$ cat src/rtl/rv32i_types_pkg.sv
// rtl/rv32i_types_pkg.sv - shared RV32I types for the memory stage
package rv32i_types_pkg;

    typedef enum logic [2:0] {
        MEM_BYTE,
        MEM_HALF,
        MEM_WORD,
        MEM_BYTE_U,
        MEM_HALF_U
    } mem_size_enum;

    typedef enum logic [1:0] {
        LSU_IDLE,
        LSU_REQ,
        LSU_WAIT_R,
        LSU_DONE
    } lsu_state_enum;

    // Halfwords need an even address, words a 4-byte aligned one.
    function automatic logic is_misaligned(input mem_size_enum size, input logic [1:0] offset);
        logic mis;
        mis = 1'b0;
        case (size)
            MEM_HALF, MEM_HALF_U: mis = offset[0];
            MEM_WORD:             mis = (offset != 2'b00);
            default:              mis = 1'b0;
        endcase
        return mis;
    endfunction

endpackage

$ cat src/rtl/load_extend.sv
// rtl/load_extend.sv - lane select and sign/zero extension of a loaded word
module load_extend
    import rv32i_types_pkg::*;
(
    input  logic [31:0]  rdata,
    input  logic [1:0]   offset,
    input  mem_size_enum size,
    output logic [31:0]  data
);

    logic [7:0]  lane_b;
    logic [15:0] lane_h;

    always_comb begin
        case (offset)
            2'd0:    lane_b = rdata[7:0];
            2'd1:    lane_b = rdata[15:8];
            2'd2:    lane_b = rdata[23:16];
            default: lane_b = rdata[31:24];
        endcase
        lane_h = offset[1] ? rdata[31:16] : rdata[15:0];

        data = rdata;
        case (size)
            MEM_BYTE:   data = {{24{lane_b[7]}}, lane_b};
            MEM_BYTE_U: data = {24'h0, lane_b};
            MEM_HALF:   data = {{16{lane_h[15]}}, lane_h};
            MEM_HALF_U: data = {16'h0, lane_h};
            default:    data = rdata;
        endcase
    end

endmodule

$ cat src/rtl/memory_stage.sv
// rtl/memory_stage.sv - RV32I M stage: one data-memory access per instruction over req/gnt/rvalid
module memory_stage
    import rv32i_types_pkg::*;
#(
    parameter int DATA_WIDTH = 32,
    parameter int ADDR_WIDTH = 32
) (
    input  logic                  clk,
    input  logic                  rst_n,
    input  logic                  valid_M,
    input  logic                  mem_read_M,
    input  logic                  mem_write_M,
    input  mem_size_enum          mem_size_M,
    input  logic [ADDR_WIDTH-1:0] ALU_result_M,
    input  logic [DATA_WIDTH-1:0] write_data_M,
    output logic                  dmem_req,
    output logic                  dmem_we,
    output logic [ADDR_WIDTH-1:0] dmem_addr,
    output logic [DATA_WIDTH-1:0] dmem_wdata,
    output logic [3:0]            dmem_be,
    input  logic                  dmem_gnt,
    input  logic                  dmem_rvalid,
    input  logic [DATA_WIDTH-1:0] dmem_rdata,
    output logic                  stall_M,
    output logic [DATA_WIDTH-1:0] load_data_M,
    output logic                  misaligned_M
);

    lsu_state_enum state, state_nxt;

    logic [ADDR_WIDTH-1:0] addr_q;
    logic [DATA_WIDTH-1:0] wdata_q;
    logic [3:0]            be_q;
    logic                  we_q;
    mem_size_enum          size_q;
    logic [1:0]            offset_q;

    logic                  access;
    logic                  misaligned;
    logic                  aligned_access;
    logic                  capture;
    logic                  in_req;
    logic [3:0]            be_d;
    logic [DATA_WIDTH-1:0] wdata_d;
    logic [DATA_WIDTH-1:0] ext_data;

    assign access         = valid_M & (mem_read_M | mem_write_M);
    assign misaligned     = access & is_misaligned(mem_size_M, ALU_result_M[1:0]);
    assign aligned_access = access & ~misaligned;

    // Write wins when both read and write are set; loads fetch the whole word.
    always_comb begin
        be_d    = 4'b1111;
        wdata_d = '0;
        if (mem_write_M) begin
            case (mem_size_M)
                MEM_BYTE, MEM_BYTE_U: begin
                    be_d    = 4'b0001 << ALU_result_M[1:0];
                    wdata_d = {4{write_data_M[7:0]}};
                end
                MEM_HALF, MEM_HALF_U: begin
                    be_d    = ALU_result_M[1] ? 4'b1100 : 4'b0011;
                    wdata_d = {2{write_data_M[15:0]}};
                end
                default: begin
                    be_d    = 4'b1111;
                    wdata_d = write_data_M;
                end
            endcase
        end
    end

    always_comb begin
        state_nxt = state;
        capture   = 1'b0;
        case (state)
            LSU_IDLE: begin
                if (aligned_access) begin
                    capture   = 1'b1;
                    state_nxt = LSU_REQ;
                end
            end
            LSU_REQ: begin
                if (dmem_gnt) begin
                    state_nxt = we_q ? LSU_DONE : LSU_WAIT_R;
                end
            end
            LSU_WAIT_R: begin
                if (dmem_rvalid) begin
                    state_nxt = LSU_DONE;
                end
            end
            default: begin
                state_nxt = LSU_IDLE;
            end
        endcase
    end

    always_ff @(posedge clk or negedge rst_n) begin
        if (!rst_n) begin
            state <= LSU_IDLE;
        end else begin
            state <= state_nxt;
        end
    end

    always_ff @(posedge clk or negedge rst_n) begin
        if (!rst_n) begin
            addr_q   <= '0;
            wdata_q  <= '0;
            be_q     <= '0;
            we_q     <= 1'b0;
            size_q   <= MEM_BYTE;
            offset_q <= 2'b00;
        end else if (capture) begin
            addr_q   <= {ALU_result_M[ADDR_WIDTH-1:2], 2'b00};
            wdata_q  <= wdata_d;
            be_q     <= be_d;
            we_q     <= mem_write_M;
            size_q   <= mem_size_M;
            offset_q <= ALU_result_M[1:0];
        end
    end

    load_extend u_load_extend (
        .rdata  (dmem_rdata),
        .offset (offset_q),
        .size   (size_q),
        .data   (ext_data)
    );

    always_ff @(posedge clk or negedge rst_n) begin
        if (!rst_n) begin
            load_data_M <= '0;
        end else if (state == LSU_WAIT_R && dmem_rvalid) begin
            load_data_M <= ext_data;
        end
    end

    // Bus fields are only presented while requesting, so reset clears them at once.
    assign in_req     = (state == LSU_REQ);
    assign dmem_req   = in_req;
    assign dmem_we    = in_req & we_q;
    assign dmem_addr  = in_req ? addr_q : '0;
    assign dmem_wdata = in_req ? wdata_q : '0;
    assign dmem_be    = in_req ? be_q : 4'b0000;

    assign stall_M      = rst_n & aligned_access & (state != LSU_DONE);
    assign misaligned_M = rst_n & misaligned;

    a_rd_wr_exclusive : assert property (
        @(posedge clk) disable iff (!rst_n) !(valid_M && mem_read_M && mem_write_M)
    );

endmodule

$ cat config.mk
export PLATFORM = sky130hd
export DESIGN_NAME = memory_stage
export DESIGN_NICKNAME = d
export VERILOG_FILES = /design/src/rtl/rv32i_types_pkg.sv /design/src/rtl/load_extend.sv /design/src/rtl/memory_stage.sv
export SDC_FILE = /design/constraint.sdc
export NUM_CORES = 1
export LEC_CHECK = 0
export ABC_AREA = 1
export CAP_MARGIN = 15
export CELL_PAD_IN_SITES_DETAIL_PLACEMENT = 0
export CELL_PAD_IN_SITES_GLOBAL_PLACEMENT = 1
export CORE_MARGIN = 4
export CORE_UTILIZATION = 31
export CTS_CLUSTER_DIAMETER = 40
export DETAILED_ROUTE_END_ITERATION = 10
export PLACE_DENSITY = 0.79
export SYNTH_ARGS = -nofsm -noshare
export SYNTH_HDL_FRONTEND = slang
export SYNTH_SLANG_ARGS = --single-unit
$ cat constraint.sdc
create_clock -name clk -period 2.1 [get_ports clk]
set_input_delay 0.315 -clock clk [delete_from_list [all_inputs] [get_ports clk]]
set_output_delay 0.315 -clock clk [all_outputs]
set_load 0.1 [all_outputs]
# After elaboration in Yosys (flattened, before gate mapping)
# Cells that the tools add are included.
[op_classes] shifts=1 n_eq_ne=15 reduce_logical=9 mux=19 bitwise=9
[op_table] op="$pmux 32 s4" n=1
[op_table] op="$mux 32" n=3
[op_table] op="$pmux 32 s2" n=1
[op_table] op="$pmux 8 s3" n=1
[op_table] op="$mux 16" n=1
[op_table] op="$mux 4" n=3
[op_table] op="$eq 3x2->1 const B" n=3
[op_table] op="$ne 2x2->1 const B" n=4
[op_table] op="$pmux 4 s2" n=1
[op_table] op="$and 1x1->1" n=7
[op_table] op="$eq 3x1->1 const B" n=2
[op_table] op="$eq 3x3->1 const B" n=2
[op_table] op="$logic_not 3->1" n=2
[op_table] op="$mux 2" n=3
[op_table] op="$pmux 2 s3" n=1
[op_table] op="$eq 2x1->1 const B" n=2
[op_table] op="$eq 2x2->1 const B" n=2
[op_table] op="$logic_not 2->1" n=2
[op_table] op="$reduce_or 2->1" n=2
[op_table] op="$shl 1x2->4 const A" n=1
[op_table] op="$mux 1" n=3
[op_table] op="$reduce_and 3->1" n=1
[op_table] op="$pmux 1 s2" n=1
[op_table] op="$reduce_bool 2->1" n=1
[op_table] op="3 further kinds" n=3
[totals] word_cells=61 output_inout_bits=104 register_bits=106

# Logic depth before layout (Yosys ltp)
# Gate-level depths: netlist (run 1).
[depth] word_depth=8 ltp_mapped=11

# Modules after synthesis
# From an unflattened synthesis (run 1), not the netlist that was laid out.
[hier_totals] hier_cells=876 area_unflattened_um2=6241.0
[modules_own_cells] module="memory_stage" area_each_um2=5256.3 seq_area_each_um2=2652.5 n_inst=1 cells_per_inst=671
[modules_own_cells] module="load_extend" area_each_um2=984.7 seq_area_each_um2=0.0 n_inst=1 cells_per_inst=205

# Least setup slack after synthesis (run 1)
# OpenSTA, ideal clock, no wires.
[synth_timing] kind="input-to-output" startpoint="input port ALU_result_M[1]" endpoint="output port stall_M" path_buffers=0 required_ns=1.785 slack_ns=-1.155 stages=5 arrival_ns=2.940 cell_sequence="inv_1 nand2_1 nand3_1 nand3_1 nor3b_1"
[synth_via] elab_chain_cells=7
[synth_lines] element="start, declared" line="memory_stage.sv:14" text="input logic [ADDR_WIDTH-1:0] ALU_result_M,"
[synth_lines] element="$reduce_bool 2->1" line="rv32i_types_pkg.sv:25" text="MEM_WORD: mis = (offset != 2'b00);"
[synth_lines] element="$pmux 1 s2" line="rv32i_types_pkg.sv:23" text="case (size)"
[synth_lines] element="$and 1x1->1" line="memory_stage.sv:48" text="assign misaligned = access & is_misaligned(mem_size_M, ALU_result_M[1:0]);"
[synth_lines] element="$not 1->1" line="memory_stage.sv:49" text="assign aligned_access = access & ~misaligned;"
[synth_lines] element="$and 1x1->1" line="memory_stage.sv:49"
[synth_lines] element="$and 1x1->1 (2 in series)" line="memory_stage.sv:148" text="assign stall_M = rst_n & aligned_access & (state != LSU_DONE);"
[synth_lines] element="end, declared" line="memory_stage.sv:24" text="output logic stall_M,"
# No other way between the ends.

# Worst setup path after layout (run 1)
[layout_timing] startpoint="input port mem_size_M[1]" endpoint="output port stall_M"
[layout_via] elab_chain_cells=8
[layout_lines] element="start, declared" line="memory_stage.sv:13" text="input mem_size_enum mem_size_M,"
[layout_lines] element="$eq 3x1->1 or $eq 3x3->1 (tied branches)" line="rv32i_types_pkg.sv:23"
[layout_lines] element="$reduce_or 2->1" line="rv32i_types_pkg.sv:23"
[layout_lines] element="$pmux 1 s2 (*)" line="rv32i_types_pkg.sv:23"
[layout_lines] element="$and 1x1->1 (*)" line="memory_stage.sv:48"
[layout_lines] element="$not 1->1 (*)" line="memory_stage.sv:49"
[layout_lines] element="$and 1x1->1 (*)" line="memory_stage.sv:49"
[layout_lines] element="$and 1x1->1 (*) (2 in series)" line="memory_stage.sv:148"
# Mark *: on every way between the ends. The rest lies on a longest branch, timed or not.

==> results of run 1 <==
metrics by stage:
| step | std cells | instance area, um^2 |
|---|---|---|
| final | 1371 | 9680 |
| after global routing | 1371 | 9680 |
| after CTS | 1369 | 9610 |
| after detailed placement | 1351 | 9300 |
| after global placement | 1351 | 9300 |
| after floorplan | 906 | 6300 |
cells in the final DEF, fill, tap and decap left out, types with 17 or more instances in the layout:
cell             count
o22ai_1             17
buf_12              74
a21oi_1             32
dfrtp_1            106
nand2_1            446
o21ai_0             36
clkdlybuf4s50_1    103
inv_1               68
buf_4               53
clkinvlp_4          63
nand3_1             35
flip-flops by register name (all words and copies together), names as in the netlist:
register / cells
addr_q: 30
be_q: 4
load_data_M: 32
offset_q: 2
size_q: 3
state: 2
wdata_q: 32
we_q: 1
cell families (layout without fill, tap and decap cells):
logic type | Yosys count | in the layout | share of synthesized area (%)
other | 1 | 2 | 0.0621
DFF | 106 | 106 | 43.9
adders and majority gates | 4 | 4 | 0.829
buffers and inverters | 180 | 385 | 12.2
and+or+nand+nor | 522 | 522 | 34.9
AOI/OAI and AO/OA | 92 | 92 | 8.10
power by group through the flow:
stage	logic [mW]	registers [mW]	clock network, mW
2_1_floorplan	5.56	5.56	0
3_3_place_gp	10.7	3.59	0
3_5_place_dp	10.8	3.60	0
4_1_cts	10.8	3.58	1.69
5_1_grt	11.5	3.71	1.77
6_report	10.8	3.58	1.63
per-layer routing:
layer  track usage [%]  share of wire, %  vias up
met2              30.3                48      188
met1              23.1                43     2777
met4              3.31              0.67        2
met5                 0              0.10        -
met3              6.07               7.9        9
li1                  -                 -     3113
timing repair:
item	CTS	global route
gates cloned	0	1
setup buffers	1	0
resized for setup	1	8
endpoints found under the setup margin	56	8
pin swaps	1	2
endpoints found under the hold margin	23	0
hold buffers	1	0
cell type report:
type / count / area (um^2)
multi-input combinational: 620 / 2700
sequential: 106 / 2650
inverter: 135 / 732
clock buffer: 11 / 243
tap: 260 / 325
clock inverter: 5 / 40.0
fill: 1892 / 9270
timing repair buffer: 234 / 2990
path summary, 6_finish.rpt:
path / start / endpoint / depth (start not counted)
worst max-delay path: mem_size_M[1] / stall_M / 8
worst max register to register: state[0] / addr_q[9] / 6
worst min register to register: wdata_q[9] / wdata_q[9] / 2
max in group asynchronous: rst_n / addr_q[3] / 3
min in group clk: mem_size_M[0] / size_q[0] / 3
worst min-delay path: rst_n / load_data_M[7] / 2
==> impl_results.md, run 1 <==
- Post-synth top flop: dfrtp_1
- Buf/Inv on CP: 3
- Post-synth EDFFs: 0
- DRC: 0
- ANT cells: 0
- Internal power: ~7.1 mW
- PD cells: between 1500 and 2000 nW/um^2
- Clk buf depth: 2
- Max-slew violations: 0
- Total Routing Usage GR: a little under a fifth
- Sequential share of power: between 20% and 30%
- Crit-path cells: clkdlybuf4s50_1 > inv_2 > nand2_1 > nand2_2 > nand3_4 > nand3_2 > nor3b_4 > buf_12
- R2r setup slk: between 0.3 and 0.4 ns
- Clk pwr share: 10.2%
- Fin crit share: 94.9%
- CTS buffer count: 9
- Final #Nets: roughly 1,200
- Unique masters post-synth: 30
- Detailed-route via count: 6,089
- Die Span Y: ~150 um
- CTS clock-pin slew for the worst setup and hold paths: roughly 0.070 ns
- Max_slew headroom: 56.6%
- Post-Syn Area: slightly above 6000 um^2
- Io pins: 210
- Routed WL per cell: 14.5 um
- Die width: about 150 um
- Place WS: -0.0900 ns
- Top post-synthesis cells by count: nand2_1, inv_1, dfrtp_1
- GR Overflow Total: 0
- Area grow syn2layout: 60.3%
- Design Power: 16.0 mW
- Hold Vio Cnt, Final: 0
- Mean Syn Cell Area: about 6.7 um^2
- HP Class: primary input to asynchronous set/reset pin
- Initial antenna violation count: 1
- Top-area cell type share of the netlist area: between 40 and 50%
- Drt pass-1 iters: 5
- Vias/cell: around 4.4
- RSZ-0062 raised after global routing: yes
- Fin Setup TNS: 0 ns
- Switch Pwr: approximately 9 mW
- Hold WS: 0.0742 ns
- Area leader, netlist: dfrtp_1
- Number of routed nets with antenna violations: 0
- Max Fclk: 502 MHz
- Post-Synthesis Cells: just over 900
- Synth Warn #: 0
- Most common cell in the netlist: nand2_1
- Top post-synthesis cells by area: dfrtp_1, nand2_1, inv_1, nand3_1, o21ai_0
- Port bufs: approximately 210
- Worst Slack Setup Final: 0.108 ns
- Core area: 19,000 um^2
- Seq/Total Area, Yosys: approximately 44%
- Initial Utilization: 31.9%
- Drt initial violations: about 370
- H-tree Lvls: 3
- Crit. End Element: output pin
- Worst path max stage delay: around 0.48 ns
- Share of flip-flops with an asynchronous set or reset: 100%
- Comb pwr share: ~68%
- Setup CP Type: primary input to output pin
- Critical path peak fanout: 5
- Die Area: between 20,000 and 25,000 um^2
- Setup Skew: slightly below 0.009 ns
- Data required time at the worst endpoint: 1.78 ns
- Leak: roughly 4.6 nW
- First-pass GRT wire length: between 30,000 and 40,000 um
- Worst slew pin tran: 0.650 ns
- Clk_lat worst skew: ~0.35 ns
- Post-Route WL: 19,900 um
- Element type at the critical path start: primary input
- Outcome: completed
- Layout cells sized above 1: 20.4%
- Synth Register Bits: between 100 and 150
- Clock Sink Count: 106
- CP top delay family: buffers and inverters
- Sw frac: a little under three fifths
- Number of global-route vias before repair: 5,987
- Fin crit period: 1.99 ns
- Finished Core Util: ~51%
- Max Cap Viol: 0
- Largest net degree at the start of global routing: 45
- Peak supply drop: ~0.57 mV
- Post-DP HPWL: roughly 15,000 um
- Data arrival, critical path: between 1.5 and 2 ns
- Clock tree root buffer cell: clkbuf_16
- CTS tree: done
- Row cnt: 50
- Placer Congestion: approximately 0.81
- Setup Viol. Count Final: 0
- Slowest-stage cell, CP: clkdlybuf4s50_1
No activity file was read; power rests on OpenSTA's default activity.
==> inputs of run 2 (changes only) <==
--- a/config.mk
+++ b/config.mk
@@ -13,6 +13,7 @@
 export CORE_UTILIZATION = 31
 export CTS_CLUSTER_DIAMETER = 40
 export DETAILED_ROUTE_END_ITERATION = 10
+export GPL_ROUTABILITY_DRIVEN = 1
 export PLACE_DENSITY = 0.79
 export SYNTH_ARGS = -nofsm -noshare
 export SYNTH_HDL_FRONTEND = slang
==> results of run 2 <==
No change in the layout: final DEF, timing and power equal those of run 1.
